### config.mk
export PLATFORM = sky130hd
export DESIGN_NAME = xvec2_md_issue_flat
export DESIGN_NICKNAME = d
export VERILOG_FILES = /design/src/rtl/xvec2_md_issue_pkg.sv /design/src/rtl/xvec2_md_issue_if.sv /design/src/rtl/xvec2_md_lane_sel.sv /design/src/rtl/xvec2_md_issue.sv /design/src/flat_wrapper.sv
export SDC_FILE = /design/constraint.sdc
export NUM_CORES = 1
export LEC_CHECK = 0
export CORE_AREA = 2 2 194 196
export CTS_BUF_LIST = sky130_fd_sc_hd__clkbuf_4
export CTS_CLUSTER_DIAMETER = 100
export CTS_CLUSTER_SIZE = 24
export DETAILED_ROUTE_END_ITERATION = 8
export DIE_AREA = 0 0 196 198
export GPL_TIMING_DRIVEN = 0
export HOLD_SLACK_MARGIN = 0.02
export PLACE_DENSITY = 0.77
export SETUP_SLACK_MARGIN = 0.3
export SLEW_MARGIN = 20
export SYNTH_ARGS = -nofsm -noshare
export SYNTH_HDL_FRONTEND = slang
export SYNTH_SLANG_ARGS = --single-unit
### constraint.sdc
create_clock -name clk -period 3.2 [get_ports clk]
set_input_delay 0.96 -clock clk [delete_from_list [all_inputs] [get_ports clk]]
set_output_delay 0.96 -clock clk [all_outputs]
set_load 0.01 [all_outputs]
### src/rtl/xvec2_md_issue_pkg.sv
// rtl/xvec2_md_issue_pkg.sv - shared op/out_sel encodings and sequencer state type
package xvec2_md_issue_pkg;

  localparam int MD_OP_WIDTH      = 2;
  localparam int MD_OUT_SEL_WIDTH = 2;

  localparam logic [MD_OP_WIDTH-1:0] MD_OP_MUL = 2'd0;
  localparam logic [MD_OP_WIDTH-1:0] MD_OP_DIV = 2'd1;
  localparam logic [MD_OP_WIDTH-1:0] MD_OP_REM = 2'd2;

  localparam logic [MD_OUT_SEL_WIDTH-1:0] MD_OUT_LO  = 2'd0;
  localparam logic [MD_OUT_SEL_WIDTH-1:0] MD_OUT_HI  = 2'd1;
  localparam logic [MD_OUT_SEL_WIDTH-1:0] MD_OUT_REM = 2'd2;

  typedef enum logic [1:0] {
    S_IDLE  = 2'd0,
    S_ISSUE = 2'd1,
    S_WAIT  = 2'd2,
    S_DONE  = 2'd3
  } state_e;

  // True for ops whose divisor operand can be zero
  function automatic logic is_div_op(input logic [MD_OP_WIDTH-1:0] op);
    return (op == MD_OP_DIV) || (op == MD_OP_REM);
  endfunction

endpackage

### src/rtl/xvec2_md_issue_if.sv
// rtl/xvec2_md_issue_if.sv - command, md request/response and done bus of the vector md sequencer
interface xvec2_md_issue_if
  import xvec2_md_issue_pkg::*;
#(
  parameter int XPR_LEN   = 32,
  parameter int NUM_LANES = 4
);
  localparam int VEC_XPR_LEN = XPR_LEN * NUM_LANES;

  logic                        cmd_valid;
  logic                        cmd_ready;
  logic [MD_OP_WIDTH-1:0]      cmd_op;
  logic [MD_OUT_SEL_WIDTH-1:0] cmd_out_sel;
  logic                        cmd_in_1_signed;
  logic                        cmd_in_2_signed;
  logic [VEC_XPR_LEN-1:0]      cmd_in_1;
  logic [VEC_XPR_LEN-1:0]      cmd_in_2;
  logic [NUM_LANES-1:0]        cmd_mask;

  logic                        md_req_valid;
  logic                        md_req_ready;
  logic [MD_OP_WIDTH-1:0]      md_req_op;
  logic [MD_OUT_SEL_WIDTH-1:0] md_req_out_sel;
  logic                        md_req_in_1_signed;
  logic                        md_req_in_2_signed;
  logic [XPR_LEN-1:0]          md_req_in_1;
  logic [XPR_LEN-1:0]          md_req_in_2;
  logic                        md_resp_valid;
  logic [XPR_LEN-1:0]          md_resp_result;

  logic                        done_valid;
  logic                        done_ready;
  logic [VEC_XPR_LEN-1:0]      done_result;

  // Sequencer side
  modport master (
    input  cmd_valid, cmd_op, cmd_out_sel, cmd_in_1_signed, cmd_in_2_signed,
           cmd_in_1, cmd_in_2, cmd_mask,
    output cmd_ready,
    output md_req_valid, md_req_op, md_req_out_sel, md_req_in_1_signed,
           md_req_in_2_signed, md_req_in_1, md_req_in_2,
    input  md_req_ready, md_resp_valid, md_resp_result,
    output done_valid, done_result,
    input  done_ready
  );

  // Pipeline / md unit / consumer side
  modport slave (
    output cmd_valid, cmd_op, cmd_out_sel, cmd_in_1_signed, cmd_in_2_signed,
           cmd_in_1, cmd_in_2, cmd_mask,
    input  cmd_ready,
    input  md_req_valid, md_req_op, md_req_out_sel, md_req_in_1_signed,
           md_req_in_2_signed, md_req_in_1, md_req_in_2,
    output md_req_ready, md_resp_valid, md_resp_result,
    input  done_valid, done_result,
    output done_ready
  );

endinterface

### src/rtl/xvec2_md_lane_sel.sv
// rtl/xvec2_md_lane_sel.sv - combinational extract of one XPR_LEN element from a packed vector
module xvec2_md_lane_sel #(
  parameter int XPR_LEN   = 32,
  parameter int NUM_LANES = 4,
  parameter int LANE_W    = $clog2(NUM_LANES)
) (
  input  logic [XPR_LEN*NUM_LANES-1:0] vec_i,
  input  logic [LANE_W-1:0]            idx_i,
  output logic [XPR_LEN-1:0]           elem_o
);

  // Lane i occupies bits [i*XPR_LEN +: XPR_LEN]
  always_comb begin
    elem_o = vec_i[int'(idx_i)*XPR_LEN +: XPR_LEN];
  end

endmodule

### src/rtl/xvec2_md_issue.sv
// rtl/xvec2_md_issue.sv - vector MUL/DIV/REM sequencer over a scalar md unit; option XVEC2_MD_DIV0_BYPASS_EN
module xvec2_md_issue
  import xvec2_md_issue_pkg::*;
#(
  parameter int XPR_LEN   = 32,
  parameter int NUM_LANES = 4
) (
  input  logic             clk,
  input  logic             reset,
  xvec2_md_issue_if.master bus
);

  localparam int VEC_XPR_LEN = XPR_LEN * NUM_LANES;
  localparam int LANE_W      = $clog2(NUM_LANES);
  localparam logic [LANE_W-1:0] LAST_LANE = LANE_W'(NUM_LANES - 1);

  state_e                      state_q, state_d;
  logic [LANE_W-1:0]           lane_q, lane_d;
  logic [MD_OP_WIDTH-1:0]      op_q;
  logic [MD_OUT_SEL_WIDTH-1:0] out_sel_q;
  logic                        in_1_signed_q, in_2_signed_q;
  logic [VEC_XPR_LEN-1:0]      in_1_q, in_2_q, result_q;
  logic [NUM_LANES-1:0]        mask_q;

  logic [XPR_LEN-1:0]          lane_in_1, lane_in_2;
  logic                        lane_en, div0_bypass;
  logic                        accept, advance, wr_en;
  logic [XPR_LEN-1:0]          wr_data;

  xvec2_md_lane_sel #(.XPR_LEN(XPR_LEN), .NUM_LANES(NUM_LANES), .LANE_W(LANE_W)) u_sel_in_1 (
    .vec_i (in_1_q),
    .idx_i (lane_q),
    .elem_o(lane_in_1)
  );

  xvec2_md_lane_sel #(.XPR_LEN(XPR_LEN), .NUM_LANES(NUM_LANES), .LANE_W(LANE_W)) u_sel_in_2 (
    .vec_i (in_2_q),
    .idx_i (lane_q),
    .elem_o(lane_in_2)
  );

  assign lane_en = mask_q[lane_q];

`ifdef XVEC2_MD_DIV0_BYPASS_EN
  // Divide by zero is resolved locally without bothering the md unit
  assign div0_bypass = is_div_op(op_q) && (lane_in_2 == '0);
`else
  assign div0_bypass = 1'b0;
`endif

  // Next-state, lane advance and result-slot write selection
  always_comb begin
    state_d = state_q;
    lane_d  = lane_q;
    accept  = 1'b0;
    advance = 1'b0;
    wr_en   = 1'b0;
    wr_data = '0;
    unique case (state_q)
      S_IDLE: begin
        if (bus.cmd_valid) begin
          accept  = 1'b1;
          lane_d  = '0;
          state_d = S_ISSUE;
        end
      end
      S_ISSUE: begin
        if (!lane_en) begin
          wr_en   = 1'b1;
          wr_data = lane_in_1;
          advance = 1'b1;
        end else if (div0_bypass) begin
          wr_en   = 1'b1;
          wr_data = (out_sel_q == MD_OUT_REM) ? lane_in_1 : '1;
          advance = 1'b1;
        end else if (bus.md_req_ready) begin
          state_d = S_WAIT;
        end
      end
      S_WAIT: begin
        if (bus.md_resp_valid) begin
          wr_en   = 1'b1;
          wr_data = bus.md_resp_result;
          advance = 1'b1;
        end
      end
      S_DONE: begin
        if (bus.done_ready) begin
          state_d = S_IDLE;
        end
      end
      default: state_d = S_IDLE;
    endcase
    if (advance) begin
      if (lane_q == LAST_LANE) begin
        state_d = S_DONE;
      end else begin
        lane_d  = lane_q + 1'b1;
        state_d = S_ISSUE;
      end
    end
  end

  // State, command latch and result assembly registers
  always_ff @(posedge clk or negedge reset) begin
    if (!reset) begin
      state_q       <= S_IDLE;
      lane_q        <= '0;
      op_q          <= '0;
      out_sel_q     <= '0;
      in_1_signed_q <= 1'b0;
      in_2_signed_q <= 1'b0;
      in_1_q        <= '0;
      in_2_q        <= '0;
      mask_q        <= '0;
      result_q      <= '0;
    end else begin
      state_q <= state_d;
      lane_q  <= lane_d;
      if (accept) begin
        op_q          <= bus.cmd_op;
        out_sel_q     <= bus.cmd_out_sel;
        in_1_signed_q <= bus.cmd_in_1_signed;
        in_2_signed_q <= bus.cmd_in_2_signed;
        in_1_q        <= bus.cmd_in_1;
        in_2_q        <= bus.cmd_in_2;
        mask_q        <= bus.cmd_mask;
        result_q      <= '0;
      end else if (wr_en) begin
        result_q[int'(lane_q)*XPR_LEN +: XPR_LEN] <= wr_data;
      end
    end
  end

  // cmd_ready is held low while reset is asserted so every output reads 0 in reset
  assign bus.cmd_ready          = reset && (state_q == S_IDLE);
  assign bus.md_req_valid       = (state_q == S_ISSUE) && lane_en && !div0_bypass;
  assign bus.md_req_op          = op_q;
  assign bus.md_req_out_sel     = out_sel_q;
  assign bus.md_req_in_1_signed = in_1_signed_q;
  assign bus.md_req_in_2_signed = in_2_signed_q;
  assign bus.md_req_in_1        = lane_in_1;
  assign bus.md_req_in_2        = lane_in_2;
  assign bus.done_valid         = (state_q == S_DONE);
  assign bus.done_result        = result_q;

endmodule

### src/flat_wrapper.sv
// flat-port wrapper written by rule: the top's interface ports become plain ports
module xvec2_md_issue_flat import xvec2_md_issue_pkg::*;
#(
  parameter int XPR_LEN   = 32,
  parameter int NUM_LANES = 4
)
  (clk, reset, bus_cmd_valid, bus_cmd_op, bus_cmd_out_sel, bus_cmd_in_1_signed, bus_cmd_in_2_signed, bus_cmd_in_1, bus_cmd_in_2, bus_cmd_mask, bus_cmd_ready, bus_md_req_valid, bus_md_req_op, bus_md_req_out_sel, bus_md_req_in_1_signed, bus_md_req_in_2_signed, bus_md_req_in_1, bus_md_req_in_2, bus_md_req_ready, bus_md_resp_valid, bus_md_resp_result, bus_done_valid, bus_done_result, bus_done_ready);
  xvec2_md_issue_if #(.XPR_LEN(XPR_LEN), .NUM_LANES(NUM_LANES)) bus_i ();
  input  logic clk;
  input  logic reset;
  input wire logic [$bits(bus_i.cmd_valid)-1:0] bus_cmd_valid;
  input wire logic [$bits(bus_i.cmd_op)-1:0] bus_cmd_op;
  input wire logic [$bits(bus_i.cmd_out_sel)-1:0] bus_cmd_out_sel;
  input wire logic [$bits(bus_i.cmd_in_1_signed)-1:0] bus_cmd_in_1_signed;
  input wire logic [$bits(bus_i.cmd_in_2_signed)-1:0] bus_cmd_in_2_signed;
  input wire logic [$bits(bus_i.cmd_in_1)-1:0] bus_cmd_in_1;
  input wire logic [$bits(bus_i.cmd_in_2)-1:0] bus_cmd_in_2;
  input wire logic [$bits(bus_i.cmd_mask)-1:0] bus_cmd_mask;
  output wire logic [$bits(bus_i.cmd_ready)-1:0] bus_cmd_ready;
  output wire logic [$bits(bus_i.md_req_valid)-1:0] bus_md_req_valid;
  output wire logic [$bits(bus_i.md_req_op)-1:0] bus_md_req_op;
  output wire logic [$bits(bus_i.md_req_out_sel)-1:0] bus_md_req_out_sel;
  output wire logic [$bits(bus_i.md_req_in_1_signed)-1:0] bus_md_req_in_1_signed;
  output wire logic [$bits(bus_i.md_req_in_2_signed)-1:0] bus_md_req_in_2_signed;
  output wire logic [$bits(bus_i.md_req_in_1)-1:0] bus_md_req_in_1;
  output wire logic [$bits(bus_i.md_req_in_2)-1:0] bus_md_req_in_2;
  input wire logic [$bits(bus_i.md_req_ready)-1:0] bus_md_req_ready;
  input wire logic [$bits(bus_i.md_resp_valid)-1:0] bus_md_resp_valid;
  input wire logic [$bits(bus_i.md_resp_result)-1:0] bus_md_resp_result;
  output wire logic [$bits(bus_i.done_valid)-1:0] bus_done_valid;
  output wire logic [$bits(bus_i.done_result)-1:0] bus_done_result;
  input wire logic [$bits(bus_i.done_ready)-1:0] bus_done_ready;
  assign bus_i.cmd_valid = bus_cmd_valid;
  assign bus_i.cmd_op = bus_cmd_op;
  assign bus_i.cmd_out_sel = bus_cmd_out_sel;
  assign bus_i.cmd_in_1_signed = bus_cmd_in_1_signed;
  assign bus_i.cmd_in_2_signed = bus_cmd_in_2_signed;
  assign bus_i.cmd_in_1 = bus_cmd_in_1;
  assign bus_i.cmd_in_2 = bus_cmd_in_2;
  assign bus_i.cmd_mask = bus_cmd_mask;
  assign bus_cmd_ready = bus_i.cmd_ready;
  assign bus_md_req_valid = bus_i.md_req_valid;
  assign bus_md_req_op = bus_i.md_req_op;
  assign bus_md_req_out_sel = bus_i.md_req_out_sel;
  assign bus_md_req_in_1_signed = bus_i.md_req_in_1_signed;
  assign bus_md_req_in_2_signed = bus_i.md_req_in_2_signed;
  assign bus_md_req_in_1 = bus_i.md_req_in_1;
  assign bus_md_req_in_2 = bus_i.md_req_in_2;
  assign bus_i.md_req_ready = bus_md_req_ready;
  assign bus_i.md_resp_valid = bus_md_resp_valid;
  assign bus_i.md_resp_result = bus_md_resp_result;
  assign bus_done_valid = bus_i.done_valid;
  assign bus_done_result = bus_i.done_result;
  assign bus_i.done_ready = bus_done_ready;
  xvec2_md_issue #(.XPR_LEN(XPR_LEN), .NUM_LANES(NUM_LANES)) u_core (.clk(clk), .reset(reset), .bus(bus_i));
endmodule
After elaboration in Yosys (flattened, before gate mapping)
Cells that the tools add are included.
Widths: inputs -> output; s select.
- add/subtract/negate cells: 2
- magnitude comparators: 1
- eq/ne operators: 8
- shift-type cells: 4
- muxes and demuxes: 24
- reductions and logical operators: 6
- operators with widths (cell ; number):
    $mux 128 ; 2
    $shiftx 128x8->32 ; 2
    $bwmux 128 ; 1
    $shift 32x33->128 const A ; 1
    $shiftx 32x33->128 ; 1
    $mux 32 ; 2
    $pmux 32 s2 ; 1
    $neg 7->33 ; 1
    $mux 2 ; 10
    $eq 2x2->1 const B ; 3
    $ne 3x1->1 const B ; 2
    $ne 3x2->1 const B ; 2
    $pmux 2 s3 ; 1
    $mux 1 ; 5
    $reduce_and 5->1 ; 1
    $reduce_bool 4->1 ; 1
    $lt 2x3->1 const B ; 1
    $add 2x1->2 const B ; 1
    $bmux 1 s2 ; 1
    $eq 2x1->1 const B ; 1
    $logic_and 1x1->1 ; 2
    $logic_not 2->1 ; 1
    $pmux 1 s2 ; 1
    $reduce_bool 2->1 ; 1
- register bits after elaboration: 398
- bits of input ports: 304

Depth between registers and ports, before layout
Gate-level depths: netlist (run 1).
- word-level depth: 8
- mapped depth: 10
- depth with buffers taken out: 6

By module
From an unflattened synthesis (run 1), not the netlist that was laid out.
- cells, all modules: 1587
- area, all modules: 17033.8 µm²
- modules (own cells, without submodules) (module ; instances ; cells an instance ; area each (µm²) ; sequential area each (µm²)):
    xvec2_md_issue ; 1 ; 1509 ; 15404.8 ; 9959.6
    xvec2_md_lane_sel ; 2 ; 39 ; 814.5 ; 0.0

Least setup slack after synthesis (run 1)
OpenSTA, ideal clock, no wires.
- path type: reg-to-output
- start point: reg u_core.lane_q[0]
- end point: out bus_md_req_in_2[10]
- arrival time: 1.824 ns
- required time: 2.240 ns
- path slack: 0.416 ns
- stages on the path, launching flop included: 5
- path buffers: 3
- path through: dfrtp_1 -> buf_6 -> clkbuf_1 -> buf_2 -> mux4_2
- word-level cells in the longest chain between the ends: 1
- ends and longest elaborated chain (item ; RTL line ; RTL):
    start: declaration ; xvec2_md_issue.sv:18 ; logic [LANE_W-1:0] lane_q, lane_d;
    start signal: assignment ; xvec2_md_issue.sv:119 ; lane_q <= lane_d;
    $shiftx 128x8->32 ; xvec2_md_lane_sel.sv:14 ; elem_o = vec_i[int'(idx_i)*XPR_LEN +: XPR_LEN];
    end: declaration ; flat_wrapper.sv:26 ; output wire logic [$bits(bus_i.md_req_in_2)-1:0] bus_md_req_in_2;
Every way passes these cells.

Worst setup path after layout (run 1)
- start point: reg u_core.lane_q[0]
- end point: out bus_md_req_in_2[16]
Same word-level chain as after synthesis.

==> impl_results.md, run 1 <==
- Final max-slew violation count: 0
- Average wire per standard cell: 22.0 um
- Max Root-Sink Buffers: 3
- Initial DRT Pass Iterations: 5
- Post-synth top flop: dfrtp_1
- CTS Sinks: a little under 400
- Top post-synthesis cells by count: nand2_1 (805), dfrtp_1 (398), a22o_1 (160)
- Max_cap viols: 0
- 1st-iter DRT viols: between 1000 and 1500
- Vias: 14400
- Gr usage total: 29.7%
- Synth Cell Area: 16700 um2
- Cell Pwr Density: 894 nW/um2
- FFs w/ async S/R, synth: 100%
- Worst hold path type: input port to asynchronous set/reset pin
- Synthesized flop and latch total: 398
- Post-Syn Nets: 1892
- P&R area growth vs syn: 41.2%
- Proportion of layout cells with a drive suffix above 1: 12.9%
- Worst vdd ir: 0.483 mV
- Fmax: 296 MHz
- Clk root buf: clkbuf_4
- Clock transition at path regs: 0.24 ns
- Worst Clk Skew: about 0.051 ns
- Post-synth EDFFs: 0
- Placed inst area: 22400 um2
- Initial Util: 45.1%
- Sequential cell area fraction in the yosys report: about three fifths
- Final Core Density: 63.7%
- Period Utilization, post-route: 106%
- First-pass GRT wire length: roughly 86000 um
- Clk Latency, worst-skew pair: 0.78 ns
- Most numerous cell in the Yosys netlist: nand2_1
- Leading area contributor after synthesis: dfrtp_1
- Buffers on Ports: 504
- Die area: just under 40000 um2
- R2R Path Start: u_core.lane_q[0]$_DFF_PN0_
- Post-route antenna net violation count: 0
- Critical path arrival: 2.42 ns
- Critical path launch point: u_core.lane_q[0]$_DFF_PN0_
- Crit Path Class: flip-flop to output port
- Vias/cell: roughly 5.4
- Ranking of synthesized cells by area: dfrtp_1 (60%), nand2_1 (18%), mux4_2 (8.8%), a22o_1 (8.4%), clkbuf_1 (1.4%)
- CTS tree: built
- P_leak: 11.5 nW
- Slowest CP cell: mux4_2
- Worst Hold Slack: 0.113 ns
- Outcome: complete, but fails checks
- Min cycle time layout: 3.38 ns
- CP startpoint kind: flip-flop
- Post-place setup slack: -0.715 ns
- Worst EP required: approximately 2.2 ns
- Fin area: between 20000 and 25000 um2
- Placer Congestion: ~0.90
- CP most frequent cell: buf_6
- GRT overflow: 0
- Total CTS buffers: 20
- Worst slew margin: 48.8%
- Final setup violation count: 65
- Final Hold Viols: 0
- Slowest stage delay, CP: 0.53 ns
- Yosys cell types: 30
- Detailed Route WL: 58500 um
- Largest net degree at the start of global routing: 101
- Vias in the first global route: 14500
- Syn Area/Cell: 10.6 um2
- Crit Path Max Fanout: 6
- Failing checks: negative setup slack
- Worst Setup End Kind: output port
- Setup TNS: -6.90 ns
- Slew at the pin closest to its max-slew limit: 0.768 ns
- Initial antenna violation count: 18
- Num rows: 71
- RSZ-0062 raised after global routing: yes
- Core Area: approximately 37000 um2
- Post-Synthesis Cells: roughly 1600
- Final HPWL DP: 44400 um
- CTS H-tree depth: 1
- Share of the synthesized area in the top cell type: 59.7%
- Worst setup margin: -0.177 ns
- Die span in x: 196 um
- Ys Warns: 0
- CP Cell Sequence: buf_6 > clkbuf_16 > buf_12 > buf_16 > mux4_2 > buf_6
- Nets@finish: 2484
- Die height: 198 um
- Residual DRC: 0
- IO Pins: 505
==> flip-flops by register name, indices dropped and copies added, names as in the netlist <==
signal	count
u_core.mask_q	4
u_core.in_2_q	128
u_core.bus.md_req_out_sel	2
u_core.in_1_q	128
u_core.state_q	2
u_core.bus.md_req_in_2_signed	1
u_core.bus.md_req_in_1_signed	1
u_core.bus.done_result	128
u_core.lane_q	2
u_core.bus.md_req_op	2
==> stage by stage <==
step                power [mW]  cells
detailed placement        18.0   2562
CTS                       20.7   2637
global placement          17.7   2558
floorplan                 13.1   1580
global route              22.2   2659
finish                    21.1   2661
==> final timing paths <==
path                                                           to  slack, ns  depth (start not counted)
max                                           bus_md_req_in_2[16]      -0.18                          6
max reg2reg                u_core.bus.done_result[36]$_DFFE_PN0P_       0.30                         12
min                                u_core.in_1_q[127]$_DFFE_PN0P_       0.11                          1
min in group clk                   u_core.in_2_q[115]$_DFFE_PN0P_       0.50                          2
min reg2reg                        u_core.in_2_q[115]$_DFFE_PN0P_       0.50                          2
max in group asynchronous  u_core.bus.done_result[25]$_DFFE_PN0P_       2.33                          3
==> power breakdown <==
group          switching [mW]  total (mW)  internal (mW)
registers                1.09        7.96           6.86
logic                    5.65        11.3           5.66
clock network            1.48        1.79          0.311
==> critical path: cells and delay by family, from the launching register on <==
| kind | cells | cell delay [ns] |
|---|---|---|
| buffers and inverters | 5 | 0.69 |
| DFF | 1 | 0.43 |
| muxes | 1 | 0.53 |
==> what timing repair did <==
item                                    4_1_cts  5_1_grt
cloned                                        6        1
endpoints found under the setup margin      195      113
endpoints found under the hold margin        35        0
pin swaps                                     0        1
gates resized for setup                     367       42
hold buffers                                  1        0
setup buffers                                46        8
==> kinds of logic after synthesis <==
group	share of synthesized area [%]
adder cells (fa/ha/maj)	0.600
buffers and inverters	2.96
AND/OR/NAND/NOR	19.0
flip-flops	59.7
multiplexers	8.90
AO/OA/AOI/OAI	8.85
==> final cells by class <==
class | instances | area, um2
buffer | 107 | 638
tap | 474 | 593
sequential | 398 | 9960
clock inverter | 1 | 11.3
antenna | 15 | 37.5
fill | 2961 | 13400
inverter | 7 | 26.3
timing repair buffer | 570 | 5820
multi-input combinational | 1068 | 6300
clock buffer | 21 | 158
==> per-layer routing <==
| metal | GRT usage, % | share of wire (%) |
|---|---|---|
| met5 | 0 | 0.084 |
| met4 | 13.1 | 4.2 |
| met3 | 6.68 | 8.2 |
| met2 | 51.9 | 51 |
| met1 | 35.3 | 37 |
==> layout by cell type (no fill, tap or decap), drive strengths merged, types with 2 or more instances in the layout <==
cell type and instances:
nor2 3, buf 168, o21ai 2, nor2b 3, mux4 65, and2 3
nand2 805, dfrtp 398, clkdlybuf4s15 4, clkbuf 87, a31oi 4, nor4b 3
mux2i 2, ha 8, clkdlybuf4s50 436, bufbuf 2, inv 8, a22o 160
diode 15
(Power assumes the default switching activity.)
==> run 2, diff against run 1 <==
- GPL_TIMING_DRIVEN: 0 -> default
==> run 2 against run 1 <==
The run still ends with negative setup slack left. Die area unchanged. Cell count down 3.1%. Hold slack better by 0.074 ns. Clock power about the same. First-iteration DRC count up 6.4%. Sequential power grew 2%. Global-route usage fell by 2.1 points. Clock skew decreased by 0.0038 ns. Non-clock buffer count shrank 87. Critical endpoint is now bus_md_req_in_2[24]. Largest cell class unchanged.
==> impl_results.md, run 2 (synthesis results as in run 1) <==
- Filler cells: a little under 3000
- CTS Hold Buffers Added: 0
- Worst Hold Slack: 0.187 ns
- Worst path bufs/invs: 5
- Initial Util: 45.1%
- Final Core Density: a little over three fifths
- Worst hold path type: input port to asynchronous set/reset pin
- Final Power: between 20 and 25 mW
- Die height: 198 um
- Total CTS buffers: 20
- CP most frequent cell: buf_12
- Slew at the pin closest to its max-slew limit: 0.966 ns
- Detailed Route WL: 55000 um
- Die area: 38800 um2
- Post-place setup slack: 0.340 ns
- Placer Congestion: 0.925
- Min cycle time layout: ~3.4 ns
- GRT overflow: 0
- Crit Path Class: flip-flop to output port
- Final setup violation count: 65
- Buffers on Ports: 504
- Placed inst area: 22400 um2
- Slowest CP cell: dfrtp_4
- P&R area growth vs syn: 39.6%
- Proportion of layout cells with a drive suffix above 1: about an eighth
- Post-route antenna net violation count: 0
- IO Pins: 505
- Initial antenna violation count: 16
- Num rows: 71
- Final max-slew violation count: 0
- Cell Pwr Density: 899 nW/um2
- Residual DRC: 0
- Worst setup margin: -0.216 ns
- Clk Latency, worst-skew pair: 0.78 ns
- Critical path arrival: 2.46 ns
- CP startpoint kind: flip-flop
- Failing checks: negative setup slack
- Nets@finish: around 2400
- Period Utilization, post-route: 107%
- Worst slew margin: 35.6%
- Outcome: complete, but fails checks
- Core Area: 37000 um2
- Clock transition at path regs: 0.26 ns
- Fmax: between 200 and 300 MHz
- Final HPWL DP: around 38000 um
- Worst Setup End Kind: output port
- Crit Path Max Fanout: 5
- 1st-iter DRT viols: 1090
- Fin area: 23300 um2
- Top delay family on crit path: buffers and inverters
- Vias in the first global route: 13800
- Average wire per standard cell: 21.3 um
- Commonest non-fill, non-tap cell in the layout: nand2_1
- Vias/cell: 5.43
- Clk root buf: clkbuf_4
- Die span in x: 196 um
- Worst vdd ir: 0.514 mV
- Max Root-Sink Buffers: 3
- First-pass GRT wire length: about 82000 um
- Vias: 14000
- Max_cap viols: 0
- Gr usage total: 27.5%
- Worst Clk Skew: 0.0469 ns
- Highest-count cells in the layout ignoring fill and taps: nand2_1 (804), clkdlybuf4s50_1 (436), dfrtp_1 (396)
- Worst EP required: 2.24 ns
- Final Hold Viols: 0
- CP Cell Sequence: buf_12 > buf_12 > buf_12 > buf_16 > mux4_2 > buf_6
- Largest net degree at the start of global routing: 154
- RSZ-0062 raised after global routing: yes
- CTS tree: built
- CTS Sinks: 398
- Initial DRT Pass Iterations: 5
- CTS H-tree depth: 1
- Slowest stage delay, CP: just under 0.6 ns
- P_leak: 11.3 nW
==> run 2: layout make-up <==
type	instances	area (um2)	area share, %
Clock inverter	2	13.8	0.0591
Multi-Input combinational cell	1068	6330	27.2
Sequential cell	398	9970	42.8
Clock buffer	22	165	0.710
Inverter	7	31.3	0.134
Tap cell	474	593	2.55
Timing Repair Buffer	590	6140	26.4
Antenna cell	18	45.0	0.194
==> run 2: timing repair <==
action | CTS | global route
pin swaps | 1 | 1
setup endpoints to repair | 67 | 195
gates resized for setup | 332 | 25
setup buffers | 41 | 9
cloned | 3 | 2
==> run 2: metal layers <==
layer	vias to the layer above	wire length, um	track usage, %
met2	706	26600	45.9
met4	4	2510	12.3
met5	-	23	0
li1	6257	-	-
met1	6903	21000	34.3
met3	139	4920	6.75
==> run 2: final timing paths <==
path	from	endpoint	slack [ns]	depth (start not counted)
min reg2reg	u_core.in_2_q[85]$_DFFE_PN0P_	u_core.in_2_q[85]$_DFFE_PN0P_	0.50	2
max	u_core.lane_q[0]$_DFF_PN0_	bus_md_req_in_2[24]	-0.22	6
max reg2reg	u_core.lane_q[0]$_DFF_PN0_	u_core.bus.done_result[107]$_DFFE_PN0P_	0.43	9
min in group clk	u_core.in_2_q[85]$_DFFE_PN0P_	u_core.in_2_q[85]$_DFFE_PN0P_	0.50	2
min	reset	u_core.in_2_q[95]$_DFFE_PN0P_	0.19	2
max in group asynchronous	reset	u_core.bus.done_result[44]$_DFFE_PN0P_	1.66	3
==> run 2: power by group <==
part,internal [mW],switching [mW]
clock,0.324,1.50
combinational,5.61,5.42
sequential,6.87,1.21
total,12.8,8.12
==> run 2: metrics by stage <==
step / instances / TNS, ns
after detailed placement: 2482 / 0
final: 2579 / -7.55
after floorplan: 1580 / 0
after CTS: 2550 / -10.51
after global placement: 2482 / 0
after global routing: 2573 / -14.19
==> run 3, diff against run 2 <==
- SKIP_LAST_GASP: default -> 1
==> run 3 against run 2 <==
The run still ends with negative setup slack left. Largest power group unchanged. Fmax barely moved. Largest cell class unchanged. Sequential cell count did not move. Highest routed layer unchanged. Worst setup slack barely moved. Clock power barely moved. Utilization rose by 0.24 points. Critical endpoint unchanged. Critical path type unchanged. Power rose by 0.47%.
==> impl_results.md, run 3 (synthesis results as in run 1) <==
- Worst setup margin: -0.216 ns
- CTS tree: built
- Die area: about 39000 um2
- Core Area: 37000 um2
- 1st-iter DRT viols: 982
- CP startpoint kind: flip-flop
- Highest-count cells in the layout ignoring fill and taps: nand2_1 (804), clkdlybuf4s50_1 (436), dfrtp_1 (396)
- Final HPWL DP: 38400 um
- Initial Util: 45.1%
- Final Power: between 20 and 25 mW
- Die span in x: ~200 um
- Cell Pwr Density: approximately 900 nW/um2
- Clock transition at path regs: roughly 0.25 ns
- Final setup violation count: 64
- Multi-input gate area: 6330 um2
- Reg power frac: 38.4%
- Outcome: complete, but fails checks
- Worst Setup End Kind: output port
- Switching Fraction: between 30% and 40%
- Worst Clk Skew: between 0.04 and 0.05 ns
- Combinational power share: 52.9%
- P&R area growth vs syn: 40.1%
- Min cycle time layout: 3.42 ns
- Worst hold path type: input port to asynchronous set/reset pin
- CTS Hold Buffers Added: 0
- Commonest non-fill, non-tap cell in the layout: nand2_1
- Placer Congestion: 0.925
- IO Pins: 505
- Final Core Density: 63.2%
- Filler cells: 2947
- P_leak: about 11 nW
- Post-route antenna net violation count: 0
- Worst slew margin: a little over a third
- Period Utilization, post-route: 107%
- Initial antenna violation count: 16
- Die height: a little under 200 um
- Nets@finish: roughly 2400
- Max_cap viols: 0
- CTS H-tree depth: 1
- Critical path arrival: 2.46 ns
- Num rows: slightly above 70
- Proportion of layout cells with a drive suffix above 1: about 12%
- Worst vdd ir: 0.515 mV
- Gr usage total: 27.5%
- Clk root buf: clkbuf_4
- Internal power: 12.9 mW
- Largest net degree at the start of global routing: 154
- Placed inst area: 22400 um2
- Final Hold Viols: 0
- Crit Path Max Fanout: 5
- RSZ-0062 raised after global routing: yes
- Total CTS buffers: 20
- Failing checks: negative setup slack
- CTS Sinks: between 300 and 400
- Buffers on Ports: 504
- Vias: 14000
- Slew at the pin closest to its max-slew limit: a little under 1 ns
- Vias in the first global route: 13900
- Final max-slew violation count: 0
- Clk Latency, worst-skew pair: 0.78 ns
- Clock power share: 8.7%
- Reg area: ~10000 um2
- Sw Pwr: ~8.1 mW
- Vias/cell: 5.41
- Average wire per standard cell: 21.4 um
- Fmax: 293 MHz
- First-pass GRT wire length: 81800 um
- Fin area: 23400 um2
- Initial DRT Pass Iterations: 5
- Max Root-Sink Buffers: 3
- GRT overflow: 0
- Residual DRC: 0
- Detailed Route WL: ~55000 um
- Worst EP required: around 2.2 ns
- Crit Path Class: flip-flop to output port
## run 3: cell types whose count changed in the layout (fill, tap and decap cells not counted), sizes merged
cell,change
buf,-10
clkdlybuf4s15,+7
dlygate4sd2,+4
clkbuf,+1
## run 3: path summary, 6_finish.rpt
| path | to | slack [ns] | cells after the start | startpoint |
|---|---|---|---|---|
| hold / removal | u_core.in_2_q[95]$_DFFE_PN0P_ | 0.18 | 2 | reset |
| max in group asynchronous | u_core.bus.done_result[44]$_DFFE_PN0P_ | 1.67 | 3 | reset |
| min in group clk | u_core.in_2_q[85]$_DFFE_PN0P_ | 0.50 | 2 | u_core.in_2_q[85]$_DFFE_PN0P_ |
| hold reg to reg | u_core.in_2_q[85]$_DFFE_PN0P_ | 0.50 | 2 | u_core.in_2_q[85]$_DFFE_PN0P_ |
| setup / recovery | bus_md_req_in_2[24] | -0.22 | 6 | u_core.lane_q[0]$_DFF_PN0_ |
| setup reg to reg | u_core.bus.done_result[107]$_DFFE_PN0P_ | 0.42 | 9 | u_core.lane_q[0]$_DFF_PN0_ |
## run 3: repair_timing
item,CTS,global route
buffers inserted,41,10
cloned,3,3
resized for setup,297,41
pin swaps,1,1
setup endpoints to repair,67,195
## run 3: per-layer routing
layer / vias up / share of wire (%) / wire, um / GRT usage [%]
met1: 6866 / 38 / 20900 / 34.1
met2: 693 / 48 / 26600 / 45.6
met3: 132 / 9.1 / 5030 / 6.83
met5: - / 0.024 / 13 / 0
li1: 6272 / - / - / -
met4: 2 / 4.9 / 2680 / 13.1
## run 3: critical path: stages, from the launching register on
cell     delay (ns)
dfrtp_4        0.58
buf_12         0.14
buf_12         0.12
buf_12         0.12
buf_16         0.14
mux4_2         0.44
buf_6          0.14
## run 3: power groups by stage
stage               Clock (mW)  Combinational, mW  Sequential (mW)
finish                    1.83               11.1             8.09
global route              2.03               12.0             8.26
CTS                       1.87               10.6             8.04
detailed placement           0               9.85             8.20
global placement             0               9.62             8.11
floorplan                    0               5.31             7.83
## run 3: layout make-up
type | count | area share, %
multi-input cells | 1068 | 27.1
inverters | 7 | 0.134
diodes | 18 | 0.193
clock inverters | 2 | 0.0589
well taps | 474 | 2.54
clock buffers | 22 | 0.707
flip-flops and latches | 398 | 42.7
repair buffers | 592 | 26.6
## run 3: metrics by stage
stage / setup WS [ns] / hold slack, ns / setup TNS, ns / instances
5_1_grt: -0.311 / 0.132 / -15.28 / 2576
3_3_place_gp: 0.374 / 0.451 / 0 / 2482
3_5_place_dp: 0.340 / 0.457 / 0 / 2482
4_1_cts: -0.264 / 0.116 / -12.07 / 2550
2_1_floorplan: 0.416 / 0.440 / 0 / 1580
6_report: -0.216 / 0.184 / -8.82 / 2581
